==> src/rtl/dmem_bus_if.sv <==
// Data-memory bus between the bridge (master) and the memory (slave).
// Valid/ready request channel plus a separate rvalid/rdata read-return channel.
interface dmem_bus_if #(
  parameter int ADDR_W = 32
);
  logic              bus_valid;
  logic              bus_ready;
  logic              bus_we;
  logic [ADDR_W-1:0] bus_addr;
  logic [31:0]       bus_wdata;
  logic [3:0]        bus_strb;
  logic              bus_rvalid;
  logic [31:0]       bus_rdata;

  modport master (
    output bus_valid, bus_we, bus_addr, bus_wdata, bus_strb,
    input  bus_ready, bus_rvalid, bus_rdata
  );

  modport slave (
    input  bus_valid, bus_we, bus_addr, bus_wdata, bus_strb,
    output bus_ready, bus_rvalid, bus_rdata
  );
endinterface

==> src/rtl/dmem_bus_bridge.sv <==
// Load/store-unit to data-memory bridge.
// Turns a single-cycle core data access into one valid/ready bus transaction
// and stalls the core until the transaction has completed. The raw 32-bit
// read word is returned; byte/half extraction stays in the LSU.
// Optional watchdog: define DMEM_TIMEOUT_EN to abort transactions that spend
// TIMEOUT_CYCLES cycles in REQ/RESP (rdata <= 32'hDEAD_BEEF, err pulses).
module dmem_bus_bridge #(
  parameter int ADDR_W         = 32,
  parameter int TIMEOUT_CYCLES = 255
) (
  input  logic              clk,
  input  logic              rst_n,
  input  logic              req_cs_n,
  input  logic              req_we,
  input  logic              req_re,
  input  logic [ADDR_W-1:0] req_addr,
  input  logic [31:0]       req_wdata,
  input  logic [3:0]        req_mask,
  output logic              stall,
  output logic [31:0]       rdata,
  output logic              err,
  dmem_bus_if.master        bus
);

  typedef enum logic [1:0] {
    IDLE = 2'd0,
    REQ  = 2'd1,
    RESP = 2'd2,
    DONE = 2'd3
  } state_t;

  state_t            state_reg, state_next;
  logic [ADDR_W-1:0] addr_reg;
  logic [31:0]       wdata_reg;
  logic [3:0]        strb_reg;
  logic              we_reg;
  logic [31:0]       rdata_reg;

  logic              pending;
  logic              latch_req;
  logic              capture;
  logic              timeout_hit;
  logic              timeout_fire;
  logic              valid_int;

  // The byte offset only matters to the LSU's lane alignment, not to the bus.
  logic unused_addr_lsb;
  assign unused_addr_lsb = ^req_addr[1:0];

  // A write wins when both we and re are asserted.
  assign pending = !req_cs_n && (req_we || req_re);

`ifdef DMEM_TIMEOUT_EN
  localparam int CNT_W = ($clog2(TIMEOUT_CYCLES + 1) > 8) ? $clog2(TIMEOUT_CYCLES + 1) : 8;

  logic [CNT_W-1:0] wdog_reg;
  logic             err_reg;

  // Fires on the TIMEOUT_CYCLES-th cycle spent in REQ/RESP; >= so a read that
  // handshakes on the last REQ cycle still times out on its first RESP cycle.
  assign timeout_hit = ((state_reg == REQ) || (state_reg == RESP)) &&
                       (wdog_reg >= CNT_W'(TIMEOUT_CYCLES - 1));

  // Watchdog counts REQ/RESP cycles and is zero on entry to REQ.
  always_ff @(posedge clk or negedge rst_n) begin
    if (!rst_n) begin
      wdog_reg <= '0;
    end else if ((state_reg == REQ) || (state_reg == RESP)) begin
      wdog_reg <= wdog_reg + 1'b1;
    end else begin
      wdog_reg <= '0;
    end
  end

  // err is high exactly for the DONE cycle that follows a timeout.
  always_ff @(posedge clk or negedge rst_n) begin
    if (!rst_n) begin
      err_reg <= 1'b0;
    end else begin
      err_reg <= timeout_fire;
    end
  end

  assign err = err_reg;
`else
  // The watchdog limit has no effect in this build.
  localparam int unused_timeout_cycles = TIMEOUT_CYCLES;

  assign timeout_hit = 1'b0;
  assign err         = 1'b0;
`endif

  // State register.
  always_ff @(posedge clk or negedge rst_n) begin
    if (!rst_n) begin
      state_reg <= IDLE;
    end else begin
      state_reg <= state_next;
    end
  end

  // Next-state, stall and handshake control.
  always_comb begin
    state_next   = state_reg;
    stall        = 1'b0;
    valid_int    = 1'b0;
    latch_req    = 1'b0;
    capture      = 1'b0;
    timeout_fire = 1'b0;
    case (state_reg)
      IDLE: begin
        if (pending) begin
          stall      = 1'b1;
          latch_req  = 1'b1;
          state_next = REQ;
        end
      end
      REQ: begin
        valid_int = 1'b1;
        stall     = 1'b1;
        if (bus.bus_ready) begin
          if (we_reg) begin
            state_next = DONE;
          end else if (bus.bus_rvalid) begin
            capture    = 1'b1;
            state_next = DONE;
          end else begin
            state_next = RESP;
          end
        end else if (timeout_hit) begin
          timeout_fire = 1'b1;
          state_next   = DONE;
        end
      end
      RESP: begin
        stall = 1'b1;
        if (bus.bus_rvalid) begin
          capture    = 1'b1;
          state_next = DONE;
        end else if (timeout_hit) begin
          timeout_fire = 1'b1;
          state_next   = DONE;
        end
      end
      DONE: begin
        // Core commits on this edge; the still-presented request is ignored.
        state_next = IDLE;
      end
      default: begin
        state_next = IDLE;
      end
    endcase
  end

  // Request capture; fields stay stable until the next request is latched.
  always_ff @(posedge clk or negedge rst_n) begin
    if (!rst_n) begin
      addr_reg  <= '0;
      wdata_reg <= '0;
      strb_reg  <= '0;
      we_reg    <= 1'b0;
    end else if (latch_req) begin
      addr_reg  <= {req_addr[ADDR_W-1:2], 2'b00};
      wdata_reg <= req_wdata;
      strb_reg  <= req_we ? req_mask : 4'b1111;
      we_reg    <= req_we;
    end
  end

  // Read word register: only a read return or a timeout changes it.
  always_ff @(posedge clk or negedge rst_n) begin
    if (!rst_n) begin
      rdata_reg <= '0;
    end else if (capture) begin
      rdata_reg <= bus.bus_rdata;
    end else if (timeout_fire) begin
      rdata_reg <= 32'hDEAD_BEEF;
    end
  end

  assign rdata         = rdata_reg;
  assign bus.bus_valid = valid_int;
  assign bus.bus_we    = we_reg;
  assign bus.bus_addr  = addr_reg;
  assign bus.bus_wdata = wdata_reg;
  assign bus.bus_strb  = strb_reg;

endmodule
==> src/flat_wrapper.sv <==
// flat-port wrapper written by rule: the top's interface ports become plain ports
module dmem_bus_bridge_flat 
#(
  parameter int ADDR_W         = 32,
  parameter int TIMEOUT_CYCLES = 255
)
  (clk, rst_n, req_cs_n, req_we, req_re, req_addr, req_wdata, req_mask, stall, rdata, err, bus_bus_valid, bus_bus_we, bus_bus_addr, bus_bus_wdata, bus_bus_strb, bus_bus_ready, bus_bus_rvalid, bus_bus_rdata);
  dmem_bus_if #(.ADDR_W(ADDR_W)) bus_i ();
  input  logic clk;
  input  logic rst_n;
  input  logic req_cs_n;
  input  logic req_we;
  input  logic req_re;
  input  logic [ADDR_W-1:0] req_addr;
  input  logic [31:0] req_wdata;
  input  logic [3:0] req_mask;
  output logic stall;
  output logic [31:0] rdata;
  output logic err;
  output wire logic [$bits(bus_i.bus_valid)-1:0] bus_bus_valid;
  output wire logic [$bits(bus_i.bus_we)-1:0] bus_bus_we;
  output wire logic [$bits(bus_i.bus_addr)-1:0] bus_bus_addr;
  output wire logic [$bits(bus_i.bus_wdata)-1:0] bus_bus_wdata;
  output wire logic [$bits(bus_i.bus_strb)-1:0] bus_bus_strb;
  input wire logic [$bits(bus_i.bus_ready)-1:0] bus_bus_ready;
  input wire logic [$bits(bus_i.bus_rvalid)-1:0] bus_bus_rvalid;
  input wire logic [$bits(bus_i.bus_rdata)-1:0] bus_bus_rdata;
  assign bus_bus_valid = bus_i.bus_valid;
  assign bus_bus_we = bus_i.bus_we;
  assign bus_bus_addr = bus_i.bus_addr;
  assign bus_bus_wdata = bus_i.bus_wdata;
  assign bus_bus_strb = bus_i.bus_strb;
  assign bus_i.bus_ready = bus_bus_ready;
  assign bus_i.bus_rvalid = bus_bus_rvalid;
  assign bus_i.bus_rdata = bus_bus_rdata;
  dmem_bus_bridge #(.ADDR_W(ADDR_W), .TIMEOUT_CYCLES(TIMEOUT_CYCLES)) u_core (.clk(clk), .rst_n(rst_n), .req_cs_n(req_cs_n), .req_we(req_we), .req_re(req_re), .req_addr(req_addr), .req_wdata(req_wdata), .req_mask(req_mask), .stall(stall), .rdata(rdata), .err(err), .bus(bus_i));
endmodule
==> config.mk <==
export PLATFORM = sky130hd
export DESIGN_NAME = dmem_bus_bridge_flat
export DESIGN_NICKNAME = d
export VERILOG_FILES = /design/src/rtl/dmem_bus_if.sv /design/src/rtl/dmem_bus_bridge.sv /design/src/flat_wrapper.sv
export SDC_FILE = /design/constraint.sdc
export NUM_CORES = 1
export LEC_CHECK = 0
export ABC_AREA = 1
export CORE_ASPECT_RATIO = 1.1
export CORE_MARGIN = 2
export CORE_UTILIZATION = 40
export DETAILED_ROUTE_END_ITERATION = 10
export PLACE_DENSITY = 0.8
export REMOVE_ABC_BUFFERS = 1
export SETUP_SLACK_MARGIN = 0.2
export SYNTH_ARGS = -nofsm -noshare
export SYNTH_HDL_FRONTEND = slang
export SYNTH_SLANG_ARGS = --single-unit
==> constraint.sdc <==
create_clock -name clk -period 1.7 [get_ports clk]
set_input_delay 0.34 -clock clk [delete_from_list [all_inputs] [get_ports clk]]
set_output_delay 0.34 -clock clk [all_outputs]
set_load 0.01 [all_outputs]
[Word level (Yosys, flattened, before mapping)]
Cells that the tools add are included.
Word-level totals
  logic and storage cells: 34
  register bits after elaboration: 101
  output and inout bits: 104
Cells by class
  eq/ne operators: 6
  reduce and logical (&&, ||, !) cells: 6
  mux-type cells: 16
Operators by type and width (number)
  2-to-1 mux 32 bit: 1
  2-to-1 mux 2 bit: 4
  one-hot mux 2 bit (4 select lines): 1
  2-to-1 mux 1 bit: 7
  equality test 2 bit (second input constant): 2
  2-to-1 mux 4 bit: 1
  != test 2 bit (second input constant): 2
  one-hot mux 1 bit (2 select lines): 2
  AND reduction 3 bit: 1
  equality test 2 x 1 -> 1 bit (second input constant): 1
  zero test 2 bit: 1
  != test 2 x 1 -> 1 bit (second input constant): 1
  OR reduction 2 bit: 1
  logical AND 1 bit: 1
  zero test 1 bit: 1
  logical OR 1 bit: 1

[Depth between registers and ports, before layout]
  depth after elaboration: 5
  mapped depth: 8
  depth with buffers taken out: 8

[Worst setup path before layout]
No wires, ideal clock.
  path kind: reg-to-output
  start point: register u_core.state_reg[0]
  end point: output port stall
  stages on the path, launching flop included: 7
  arrival time: 1217 ps
  data required time: 1360 ps
  setup slack: 143 ps
  buffers on the path: 2
  cells stage by stage: dfrtp_1 -> inv_1 -> ha_1 -> nand2_1 -> buf_6 -> buf_6 -> a21oi_2
Between the ends
  word-level cells in the longest chain between the ends: 3
RTL lines
  from (decl): RTL line dmem_bus_bridge.sv:32  | state_t state_reg, state_next;
  from (signal assigned): RTL line dmem_bus_bridge.sv:98  | state_reg <= state_next;
  equality test 2 x 1 -> 1 bit / equality test 2 bit (equally long branches): RTL line dmem_bus_bridge.sv:110  | case (state_reg)
  OR reduction 2 bit (no line)
  one-hot mux 1 bit (2 select lines) (*): RTL line dmem_bus_bridge.sv:110
  to (decl): RTL line flat_wrapper.sv:17  | output logic stall;
Every way passes the cells marked *; elsewhere a longest branch is shown, timed or not.

[Final worst setup path]
Same ends and word-level chain as after synthesis.

==> flow_summary.toml <==
[yosys]
synth.most_common_cell = "nand2_1"
ys_types = 16
seq_area_frac_synth_pct = 60.6
synthesis.area_um2 = 4170
synth_cells = 468
yosysTopAreaCell = "dfrtp_1"
synth_common_cells = "nand2_1, dfrtp_1, nand3_1, buf_6, inv_1"
async_reset_ff_share_pct = 100
yosys_warnings = 0
synth_top_area_share_pct = 60.6
synth-seq-cells = 101
synthTopCellsByArea = "dfrtp_1, nand2_1, nand3_1"
synth-edff-count = 0
syn_avg_cell_area_um2 = 8.91
ys.flop_type = "dfrtp_1"

[timing]
period_minus_slack_ns = 1.66
setup_tns_ns = 0
fin_worst_skew_ns = 0.00543
setup_violations = 0
max_freq_mhz = 602
maxSlewViolCount = 0
rsz0062_at_grt = "yes"
finalHoldViolCount = 0
period_share_pct = 97.8

[setup_path]
worst-path-buf-inv = 3
path_delay_family = "flip-flops"
start_kind = "register"
cp_common_cell = "inv_2"
worstPathArrival_ns = 1.32
worstPathMaxFanout = 2
slowest_delay_ns = 0.39
path_class = "register to output pin"
crit_slowest_cell = "dfrtp_1"
cp_cell_sequence = "inv_2 > ha_4 > inv_2 > a21oi_2 > buf_2"
cp-end-kind = "output pin"
cp.required_ns = 1.36

[place]
hpwl_um = 8230
dp_cells = 809
place_area_um2 = 6390
port_buffers = 205
gp_congestion = 0.840

[clock_tree]
clkTransAtPathRegs_ns = 0.06
clock-sinks = 101
numCtsBuffers = 9
cts_tree = "done"
cts.root.buffer_cell = "clkbuf_16"
clk_latency_ns = 0.33
cts_buffer_depth = 2
cts-htree-levels = 3

[min_path]
min_path_type = "register to register"

[final_layout]
finalInstanceArea_um2 = 6770
stdcell_count = 832
postLayoutCoreUtil_pct = 65.7
syn2layout_area_growth_pct = 62.2
drive_gt1_share_pct = 10.7
fin_nets = 800
diodes = 0
nFillCells = 830

[detailed_routing]
wl_um = 11900
antenna_left = 0
drtIter0Drc = 114
viasPerCell = 4.71
wl_per_cell_um = 14.3
vias = 3922
drc_errors = 0
firstDrtPassIters = 4

[power]
ir_worst_vdd_mv = 0.812
pwr_density_cell_nw_per_um2 = 1680
p_leak_uw = 0.00365

[floorplanning]
rows = 39
die_area_um2 = 11300
core_area_um2 = 10300
chipHeight_um = 111
start_util_pct = 40.5
die_w_um = 101
io_pins = 211

[status]
status = "complete, no violations"

[global_route]
grt_pass1_wl_um = 18600
grt_start_max_net_pins = 39
grt_pass1_vias = 3891
track_usage_pct = 20.7
grt_antenna_before_repair = 0
grt.overflow.total = 0

[flow_run]
cap_violations = 0
-- worst paths after layout --
kind                                      from                       to  slack, ns  cells after the start
max in group asynchronous                rst_n  u_core.bus.bus_wdata[0]       0.62                      3
min in group asynchronous                rst_n   u_core.bus.bus_addr[7]       0.53                      2
setup reg to reg           u_core.state_reg[0]  u_core.bus.bus_wdata[4]       0.15                      8
hold reg to reg                u_core.rdata[2]          u_core.rdata[2]       0.47                      2
setup / recovery           u_core.state_reg[0]                    stall       0.04                      5
hold / removal                 u_core.rdata[2]          u_core.rdata[2]       0.47                      2
-- cell type report --
type / instances / area, µm² / area share (%)
clock buffers: 11 / 243 / 3.59
clock inverters: 2 / 12.5 / 0.185
inverters: 13 / 51.3 / 0.758
multi-input cells: 330 / 1480 / 21.8
flip-flops and latches: 101 / 2530 / 37.3
well taps: 143 / 179 / 2.64
repair buffers: 232 / 2280 / 33.7
-- metal layers --
metal,routed length [µm],global-route usage [%],vias up,share of wire [%]
li1,-,-,1863,-
met1,4600,24.3,1837,39
met2,5950,34.1,189,50
met3,970,5.86,33,8.1
met4,421,10.4,0,3.5
met5,0,0,-,0
-- report_power, final --
| group | total, µW | internal (µW) | switching, µW |
|---|---|---|---|
| Combinational | 5470 | 2590 | 2890 |
| Sequential | 4100 | 3510 | 585 |
| Clock | 1810 | 1010 | 805 |
| Total | 11400 | 7100 | 4280 |
-- logic make-up after synthesis --
kind of cell	synth area share, %
compound gates	1.50
fa+ha+maj	1.80
buf+inv	6.75
flops	60.6
other cells	0.0899
simple gates	29.3
-- layout by cell type, fill, tap and decap left out --
cell type and instances:
nand2_1 257, clkdlybuf4s50_1 102, dfrtp_1 101, dlygate4sd2_1 99, nand3_1 33, nand2_2 12
clkbuf_16 11, buf_4 11, buf_6 8, buf_12 7, inv_2 6, nor2_1 6
inv_1 6, o21ai_2 5, ha_4 3, ha_1 3, conb_1 3, nand3_2 2
nand2_4 2, a21oi_2 1, inv_4 1, nand2_8 1, a21oi_1 1, o21ai_0 1
clkinvlp_4 1, clkbuf_8 1, clkinv_2 1, clkbuf_1 1, dlygate4sd3_1 1, dlymetal6s2s_1 1
buf_2 1
-- repair_timing --
item	in CTS	in global routing
pin swaps	2	4
hold buffers	1	0
cloned	0	3
setup buffers	3	3
endpoints found under the hold margin	27	0
resized for setup	116	29
endpoints found under the setup margin	165	99
-- worst min-delay path, stage by stage (launching register included) --
cell and delay, ns:
dfrtp_1 0.34, nand2_1 0.05, nand2_1 0.05
-- through the flow --
step	hold slack, ns	total power, µW	setup slack (ns)
floorplan	0.0444	6370	-1.31
global placement	0.306	9660	-0.322
detailed placement	0.313	9830	-0.340
CTS	0.468	11000	0.0491
global route	0.490	12200	-0.0322
finish	0.465	11400	0.0375
Power figures use the tool's default switching activity.
